--- src/rtl/reset_sequencer_if.sv ---
// Reset-distribution bundle between the PLL wrapper and the reset_sequencer.
// The master side consumes pll_reset and drives the staged resets.
interface reset_sequencer_if;
    logic       pll_reset;
    logic       rst_core;
    logic       rst_periph;
    logic       ready;
    logic [7:0] lock_losses;

    modport master (
        input  pll_reset,
        output rst_core,
        output rst_periph,
        output ready,
        output lock_losses
    );

    modport slave (
        output pll_reset,
        input  rst_core,
        input  rst_periph,
        input  ready,
        input  lock_losses
    );
endinterface

--- src/rtl/reset_sequencer.sv ---
// Synchronises the raw PLL reset, filters lock, holds, then releases core and peripheral resets in two stages.
// Optional lock-loss counter is built when RESET_SEQ_LOSS_COUNT_EN is defined; otherwise lock_losses reads 0.
module reset_sequencer #(
    parameter int SYNC_STAGES   = 2,
    parameter int FILTER_CYCLES = 8,
    parameter int HOLD_CYCLES   = 1024,
    parameter int STAGE_GAP     = 16
) (
    input  logic               clock,
    input  logic               reset,
    reset_sequencer_if.master  seq
);

    localparam int MAX_FH    = (FILTER_CYCLES > HOLD_CYCLES) ? FILTER_CYCLES : HOLD_CYCLES;
    localparam int MAX_COUNT = (MAX_FH > STAGE_GAP) ? MAX_FH : STAGE_GAP;
    localparam int CNT_W     = $clog2(MAX_COUNT + 1);

    localparam logic [CNT_W-1:0] FILTER_LAST = CNT_W'(FILTER_CYCLES - 1);
    localparam logic [CNT_W-1:0] HOLD_LAST   = CNT_W'(HOLD_CYCLES - 1);
    localparam logic [CNT_W-1:0] GAP_LAST    = CNT_W'(STAGE_GAP - 1);
    localparam logic [CNT_W-1:0] CNT_ONE     = CNT_W'(1);

    if (SYNC_STAGES < 2) begin : g_bad_sync
        $error("reset_sequencer: SYNC_STAGES must be >= 2");
    end
    if (FILTER_CYCLES < 1) begin : g_bad_filter
        $error("reset_sequencer: FILTER_CYCLES must be >= 1");
    end
    if (HOLD_CYCLES < 1) begin : g_bad_hold
        $error("reset_sequencer: HOLD_CYCLES must be >= 1");
    end
    if (STAGE_GAP < 1) begin : g_bad_gap
        $error("reset_sequencer: STAGE_GAP must be >= 1");
    end

    typedef enum logic [1:0] {
        WAIT_LOCK = 2'd0,
        HOLD      = 2'd1,
        STAGE     = 2'd2,
        RUN       = 2'd3
    } state_t;

    // Synchroniser presets to "unlocked" so a fresh reset always re-runs the full filter.
    (* ASYNC_REG = "TRUE" *) logic [SYNC_STAGES-1:0] sync_reg;
    logic lock_bad;

    always_ff @(posedge clock) begin
        if (reset) begin
            sync_reg <= '1;
        end else begin
            sync_reg <= {sync_reg[SYNC_STAGES-2:0], seq.pll_reset};
        end
    end

    assign lock_bad = sync_reg[SYNC_STAGES-1];

    state_t           state_reg;
    logic [CNT_W-1:0] count_reg;
    logic             rst_core_reg;
    logic             rst_periph_reg;
    logic             ready_reg;

    // Lock loss outranks a terminal count, so a drop on the final STAGE cycle never lets rst_periph glitch low.
    always_ff @(posedge clock) begin
        if (reset) begin
            state_reg      <= WAIT_LOCK;
            count_reg      <= '0;
            rst_core_reg   <= 1'b1;
            rst_periph_reg <= 1'b1;
            ready_reg      <= 1'b0;
        end else begin
            case (state_reg)
                WAIT_LOCK: begin
                    rst_core_reg   <= 1'b1;
                    rst_periph_reg <= 1'b1;
                    ready_reg      <= 1'b0;
                    if (lock_bad) begin
                        count_reg <= '0;
                    end else if (count_reg == FILTER_LAST) begin
                        state_reg <= HOLD;
                        count_reg <= '0;
                    end else begin
                        count_reg <= count_reg + CNT_ONE;
                    end
                end
                HOLD: begin
                    if (lock_bad) begin
                        state_reg <= WAIT_LOCK;
                        count_reg <= '0;
                    end else if (count_reg == HOLD_LAST) begin
                        state_reg    <= STAGE;
                        count_reg    <= '0;
                        rst_core_reg <= 1'b0;
                    end else begin
                        count_reg <= count_reg + CNT_ONE;
                    end
                end
                STAGE: begin
                    if (lock_bad) begin
                        state_reg    <= WAIT_LOCK;
                        count_reg    <= '0;
                        rst_core_reg <= 1'b1;
                    end else if (count_reg == GAP_LAST) begin
                        state_reg      <= RUN;
                        count_reg      <= '0;
                        rst_periph_reg <= 1'b0;
                        ready_reg      <= 1'b1;
                    end else begin
                        count_reg <= count_reg + CNT_ONE;
                    end
                end
                RUN: begin
                    if (lock_bad) begin
                        state_reg      <= WAIT_LOCK;
                        count_reg      <= '0;
                        rst_core_reg   <= 1'b1;
                        rst_periph_reg <= 1'b1;
                        ready_reg      <= 1'b0;
                    end
                end
                default: begin
                    state_reg      <= WAIT_LOCK;
                    count_reg      <= '0;
                    rst_core_reg   <= 1'b1;
                    rst_periph_reg <= 1'b1;
                    ready_reg      <= 1'b0;
                end
            endcase
        end
    end

    assign seq.rst_core   = rst_core_reg;
    assign seq.rst_periph = rst_periph_reg;
    assign seq.ready      = ready_reg;

`ifdef RESET_SEQ_LOSS_COUNT_EN
    logic       lock_lost;
    logic [7:0] loss_count_reg;

    // Only drops seen after the filter has passed count as losses.
    assign lock_lost = lock_bad && (state_reg != WAIT_LOCK);

    always_ff @(posedge clock) begin
        if (reset) begin
            loss_count_reg <= 8'd0;
        end else if (lock_lost && (loss_count_reg != 8'hFF)) begin
            loss_count_reg <= loss_count_reg + 8'd1;
        end
    end

    assign seq.lock_losses = loss_count_reg;
`else
    assign seq.lock_losses = 8'd0;
`endif

endmodule

--- src/flat_wrapper.sv ---
// flat-port wrapper written by rule: the top's interface ports become plain ports
module reset_sequencer_flat 
#(
    parameter int SYNC_STAGES   = 2,
    parameter int FILTER_CYCLES = 8,
    parameter int HOLD_CYCLES   = 1024,
    parameter int STAGE_GAP     = 16
)
  (clock, reset, seq_pll_reset, seq_rst_core, seq_rst_periph, seq_ready, seq_lock_losses);
  reset_sequencer_if seq_i ();
  input  logic clock;
  input  logic reset;
  input wire logic [$bits(seq_i.pll_reset)-1:0] seq_pll_reset;
  output wire logic [$bits(seq_i.rst_core)-1:0] seq_rst_core;
  output wire logic [$bits(seq_i.rst_periph)-1:0] seq_rst_periph;
  output wire logic [$bits(seq_i.ready)-1:0] seq_ready;
  output wire logic [$bits(seq_i.lock_losses)-1:0] seq_lock_losses;
  assign seq_i.pll_reset = seq_pll_reset;
  assign seq_rst_core = seq_i.rst_core;
  assign seq_rst_periph = seq_i.rst_periph;
  assign seq_ready = seq_i.ready;
  assign seq_lock_losses = seq_i.lock_losses;
  reset_sequencer #(.SYNC_STAGES(SYNC_STAGES), .FILTER_CYCLES(FILTER_CYCLES), .HOLD_CYCLES(HOLD_CYCLES), .STAGE_GAP(STAGE_GAP)) u_core (.clock(clock), .reset(reset), .seq(seq_i));
endmodule
--- config.mk ---
export PLATFORM = sky130hd
export DESIGN_NAME = reset_sequencer_flat
export DESIGN_NICKNAME = d
export VERILOG_FILES = /design/src/rtl/reset_sequencer_if.sv /design/src/rtl/reset_sequencer.sv /design/src/flat_wrapper.sv
export SDC_FILE = /design/constraint.sdc
export NUM_CORES = 1
export LEC_CHECK = 0
export ABC_AREA = 1
export CAP_MARGIN = 20
export CORE_MARGIN = 2
export CORE_UTILIZATION = 31
export DETAILED_ROUTE_END_ITERATION = 10
export PLACE_DENSITY = 0.55
export SYNTH_ARGS = -nofsm -noshare
export SYNTH_HDL_FRONTEND = slang
export SYNTH_SLANG_ARGS = --single-unit
export TNS_END_PERCENT = 5
--- constraint.sdc ---
create_clock -name clock -period 2.35 [get_ports clock]
set_input_delay 0.47 -clock clock [delete_from_list [all_inputs] [get_ports clock]]
set_output_delay 0.47 -clock clock [all_outputs]
set_load 0.02 [all_outputs]
# [After elaboration in Yosys (flattened, before gate mapping)]
# Index checks and enable logic that the tools add are counted.
# W data, S select, Z words.
[totals] regBits=18 in_bits=3 elab_cells=56
[classes] add_sub_neg=1 n_eq_ne=16 muxes=27 reduce_logical=6
[ops] operator="$mux W11" n=7
[ops] operator="$pmux W11 S4" n=1
[ops] operator="$mux W2" n=7
[ops] operator="$add A11 B1 Y11 const B" n=1
[ops] operator="$eq A11 B10 Y1 const B" n=1
[ops] operator="$eq A11 B3 Y1 const B" n=1
[ops] operator="$eq A11 B4 Y1 const B" n=1
[ops] operator="$ne A2 B1 Y1 const B" n=5
[ops] operator="$pmux W1 S3" n=3
[ops] operator="$mux W1" n=8
[ops] operator="$pmux W2 S4" n=1
[ops] operator="$ne A2 B2 Y1 const B" n=3
[ops] operator="$ne A3 B1 Y1 const B" n=2
[ops] operator="$reduce_and A5 Y1" n=1
[ops] operator="$eq A2 B2 Y1 const B" n=2
[ops] operator="$reduce_and A4 Y1" n=1
[ops] operator="$reduce_and A3 Y1" n=1
[ops] operator="$reduce_bool A3 Y1" n=1
[ops] operator="$eq A2 B1 Y1 const B" n=1
[ops] operator="$logic_not A2 Y1" n=1
[ops] operator="$reduce_or A2 Y1" n=1

# [Depth between registers and ports, before layout]
[depth] word_depth=4 ltp_mapped=10

# [Worst setup path before layout]
# No wires, ideal clock.
[synth_path] kind="register -> register" start="reg u_core.count_reg[1]" end="reg u_core.count_reg[7]" setup_ns=0.122 arrival_ns=1.258 t_required_ns=2.228 slack_ns=0.970 stages_incl_launch_ff=9 synth_period_minus_slack_ns=1.380 path_cell_list="dfxtp_1 -> ha_1 -> nand2_1 -> nor2_4 -> nand3_1 -> nand2_1 -> nand2_2 -> o21ai_4 -> nor2_1"
[synth_between] elab_chain_cells=4 elab_cells_between_ends=11 classes_between="1 x add/sub; 3 x eq/ne; 7 x mux"
[synth_rtl] element="from (decl)" line_no="reset_sequencer.sv:58" text="logic [CNT_W-1:0] count_reg;"
[synth_rtl] element="from (signal assigned)" line_no="reset_sequencer.sv:83" text="count_reg <= count_reg + CNT_ONE;"
[synth_rtl] element="from (signal assigned)" line_no="reset_sequencer.sv:95" text="count_reg <= count_reg + CNT_ONE;"
[synth_rtl] element="from (signal assigned)" line_no="reset_sequencer.sv:109" text="count_reg <= count_reg + CNT_ONE;"
[synth_rtl] element="$add A11 B1 Y11 (tied with other cells)" line_no="reset_sequencer.sv:83, reset_sequencer.sv:95, reset_sequencer.sv:109"
[synth_rtl] element="$mux W11, on equally long branches" line_no="reset_sequencer.sv:103, reset_sequencer.sv:79, reset_sequencer.sv:90"
[synth_rtl] element="$mux W11, on equally long branches" line_no="reset_sequencer.sv:99, reset_sequencer.sv:77, reset_sequencer.sv:87"
[synth_rtl] element="$pmux W11 S4 (*)" line_no="reset_sequencer.sv:72" text="case (state_reg)"
# Mark *: on every way between the ends. The rest lies on a longest branch, timed or not.
# A chain may end at the register's enable or synchronous reset.

# [Final worst setup path]
[layout_path] start="reg u_core.ready_reg (netlist: u_core.seq.ready)" end="out seq_ready"
[layout_rtl] element="from (decl)" line_no="reset_sequencer.sv:61" text="logic ready_reg;"
[layout_rtl] element="from (signal assigned)" line_no="reset_sequencer.sv:70" text="ready_reg <= 1'b0;"
[layout_rtl] element="from (signal assigned)" line_no="reset_sequencer.sv:76" text="ready_reg <= 1'b0;"
[layout_rtl] element="from (signal assigned)" line_no="reset_sequencer.sv:107" text="ready_reg <= 1'b1;"
[layout_rtl] element="to (decl)" line_no="flat_wrapper.sv:16" text="output wire logic [$bits(seq_i.ready)-1:0] seq_ready;"
# No word-level cell between the ends.

==> reports/results.env <==
OUTCOME='finished, final reports clean'
GRT_PASS1_WL_UM=3770
SEQ_TOTAL_AREA_YOSYS_PCT=34.0
INSERTED_DIODES=0
VDD.IR_DROP.WORST_uV=465
TOTAL_POWER_W=0.000721
NUM-NETS-FINAL=170
CRITICAL_PATH.TOP_DELAY_FAMILY='buffers and inverters'
CTSHTREEMAXLEVEL=1
WORST_R2R_PATH_DEPTH=8
IO-PIN-COUNT=14
CTS_SINKS=18
NUM_VIAS=938
ROUTE.ANTENNA.REMAINING_NETS=0
GRT_START_MAX_NET_PINS=10
YOSYS_WARNINGS=0
CORE-AREA_SQ_UM=3310
MOST-COMMON-LAYOUT-CELLS='36 x sky130_fd_sc_hd__nand2_1, 28 x sky130_fd_sc_hd__nor2_1, 19 x sky130_fd_sc_hd__inv_1'
PLACEMENTROWS=21
TIMING.FINAL.WS_SETUP_NS=0.638
DRT-TOTAL-WL_UM=2030
MAX_STAGE_DELAY_ON_CRIT_PATH_NS=0.61
CRIT_PATH_END_KIND='output port'
DPL.HPWL_UM=1640
TIMING.FMAX_MHz=584
GRT_SETUP_UNREPAIRED='no'
CP_SLOWEST_CELL='sky130_fd_sc_hd__clkdlybuf4s50_1'
R2R_END='u_core.count_reg[7]'
PLACE.PORT_BUFFERS=5
NETLIST_TOP_CELLS_AREA='sky130_fd_sc_hd__dfxtp_1 34%, sky130_fd_sc_hd__nand2_1 13%, sky130_fd_sc_hd__nor2_1 9.9%, sky130_fd_sc_hd__inv_1 6.7%, sky130_fd_sc_hd__nand3_1 6.6%'
POSTSYNTHAREAPERCELL_SQ_UM=6.76
CTS_TREE='yes'
DR.MAX_LAYER_USED='met4'
SYN-INSTANCE-COUNT=157
FIRST_GLOBAL_VIAS=883
DR.FIRST_ITER.DRC_COUNT=15
DIEAREA_SQ_UM=3910
DR_WL_MET2_UM=974
LIST_OF_CELLS_TRAVERSED_BY_THE_CRITICAL_PATH='clkdlybuf4s50_1'
YOSYS.AREA.TOP_TYPE_SHARE_PCT=34.0
CTS_HOLD_REPAIR.BUFFERS=0
DETAILEDPLACE.WORSTSLACK_NS=0.730
MET3WIRELENGTH_UM=103
DETAILED_PLACE.AREA_SQ_UM=1130
WL_MET1_UM=931
FINAL_CELLS=210
DIE_HEIGHT_UM=62.5
HOLDCRITSTARTPOINT='u_core.sync_reg[0]'
CTS_MAX_PATH_BUFFERS=2
WORSTSETUPSTARTPOINTTYPE='flop'
MAXCAPVIOLCOUNT=0
SYN_TO_FINAL_GROWTH_PCT=9.08
TIMING.FINAL.CRIT_SHARE_PCT=72.8
TOTAL_POWER_DENSITY_PER_CELL_AREA_nW_PER_UM2=623
HOLD_PATH_END='u_core.sync_reg[1]'
CTS_BUFS_INSERTED=3
CLK-INSERTION-DELAY-LATE_NS=0.29
DRIVE_GT1_SHARE_PCT=9.15
TIMING.FINAL.MAX_SLEW_VIOLATIONS=0
HOLD-PATH-CELL-COUNT=1
CRITICALPATHCATEGORY='reg2out'
PATH_BUF_INV=1
PLEAK_nW=0.471
TRACK_USAGE_PCT=11.9
HOLD_PATH_CLASS='reg2reg'
FINAL_DESIGN_AREA_NO_FILL_SQ_UM=1160
TIMING.SETUP.TNS_NS=0
CP_MAX_FO=2
CP.ARRIVAL_NS=1.24
OVERFLOW=0
POST-CTS-SETUP-BUFFERS=0
RR_STARTPOINT='u_core.count_reg[1]'
PLACE.GP.CONGESTION=0.831
INITIAL_CORE_UTIL_PCT=32.0
CLK_PIN_SLEW_WORST_PATHS_NS=0.09
DRC=0
WORST_CLOCK_SKEW_NS=0.0111
VIA_DENSITY_PER_INSTANCE=4.47
SETUP.REG_TO_REG.WORST_SLACK_NS=0.70
FIRST_PASS_ITERS=4
FINAL_COMMON_CELL='sky130_fd_sc_hd__nand2_1'
ANTENNA_VIOLATIONS_BEFORE_REPAIR=0
NUMPLACEDINSTANCES=207
SYNTH_SEQ_CELLS=18
SYNTH.CELL_AREA_SQ_UM=1060
LARGEST_REGISTER_FFS=11
SETUP_VIOL_COUNT_FINAL=0
DIE_W_UM=62.5
POSTCTSRESIZEDCELLS=0
SYNTH.DISTINCT_CELLS=27
YOSYSTOPAREACELL='sky130_fd_sc_hd__dfxtp_1'
REPORT.FINAL.HOLD_VIOL_COUNT=0
WORST_EP_REQUIRED_TIME_NS=1.88
ROUTED_WIRE_LENGTH_PER_INSTANCE_UM=9.65
MIN_PERIOD_NS=1.71
CTS_ROOT_BUF='sky130_fd_sc_hd__clkbuf_4'
-- power by group --
| group | total [W] | switching [W] | internal, W |
|---|---|---|---|
| sequential | 0.000360 | 0.0000298 | 0.000331 |
| clock | 0.000151 | 0.0000915 | 0.0000595 |
| combinational | 0.000209 | 0.000135 | 0.0000739 |
| total | 0.000721 | 0.000257 | 0.000464 |
-- how the worst max path moves through the flow --
stage,from,end,cells after the start
floorplan,u_core.count_reg[1],u_core.count_reg[7],8
global placement,reset,u_core.count_reg[7],4
detailed placement,u_core.count_reg[1],u_core.count_reg[7],8
CTS,u_core.seq.rst_core,seq_rst_core,1
global route,u_core.count_reg[1],u_core.count_reg[7],8
finish,u_core.seq.ready,seq_ready,1
-- synth_stat cells --
| cell | instances |
|---|---|
| sky130_fd_sc_hd__nand3_1 | 14 |
| sky130_fd_sc_hd__nor2_1 | 28 |
| sky130_fd_sc_hd__nor3b_1 | 1 |
| sky130_fd_sc_hd__nor2_4 | 2 |
| sky130_fd_sc_hd__xor2_1 | 5 |
| sky130_fd_sc_hd__inv_2 | 1 |
| sky130_fd_sc_hd__ha_1 | 1 |
| sky130_fd_sc_hd__inv_1 | 19 |
| sky130_fd_sc_hd__nand3_4 | 1 |
| sky130_fd_sc_hd__a21oi_1 | 2 |
| sky130_fd_sc_hd__nand3_2 | 1 |
| sky130_fd_sc_hd__o21ai_0 | 4 |
| sky130_fd_sc_hd__o21ai_1 | 1 |
| sky130_fd_sc_hd__nand4_1 | 1 |
| sky130_fd_sc_hd__conb_1 | 1 |
| sky130_fd_sc_hd__nor3_1 | 2 |
| sky130_fd_sc_hd__nor2_2 | 1 |
| sky130_fd_sc_hd__dfxtp_1 | 18 |
| sky130_fd_sc_hd__buf_4 | 8 |
| sky130_fd_sc_hd__nand2_2 | 3 |
| sky130_fd_sc_hd__or2_2 | 2 |
| sky130_fd_sc_hd__nand2_1 | 36 |
| sky130_fd_sc_hd__o21ai_4 | 1 |
| sky130_fd_sc_hd__o31ai_1 | 1 |
| sky130_fd_sc_hd__mux2i_1 | 1 |
| sky130_fd_sc_hd__o21bai_1 | 1 |
| sky130_fd_sc_hd__o211ai_1 | 1 |
-- through the flow --
step / hold WS (ns) / util, %
6_report: 0.426 / 35.0
5_1_grt: 0.446 / 35.0
4_1_cts: 0.430 / 35.0
3_5_place_dp: 0.405 / 34.3
3_3_place_gp: 0.396 / 34.3
2_1_floorplan: 0.389 / -
-- cells by family (layout without fill, tap and decap cells) --
kind of cell	after synthesis	count (layout)	synth area share, %
AOI/OAI and AO/OA	11	11	6.96
xor gates and xnor gates	5	5	4.13
adders and majority gates	1	1	1.18
buffers and inverters	28	28	12.7
DFF	18	18	34.0
muxes	1	1	0.943
other	1	8	0.353
and+or+nand+nor	92	92	39.7
-- layer usage --
layer | up-vias | track usage, %
met5 | - | 0
met4 | 0 | 5.00
met1 | 423 | 15.2
met2 | 25 | 19.6
met3 | 2 | 2.16
li1 | 488 | -
-- cell type report --
| class | instances | area, sq um |
|---|---|---|
| timing repair buffer | 5 | 50.0 |
| multi-input combinational | 118 | 592 |
| inverter | 20 | 75.1 |
| tap | 46 | 57.6 |
| sequential | 18 | 360 |
| clock buffer | 3 | 22.5 |
| fill | 370 | 2150 |
(Power assumes the default switching activity.)
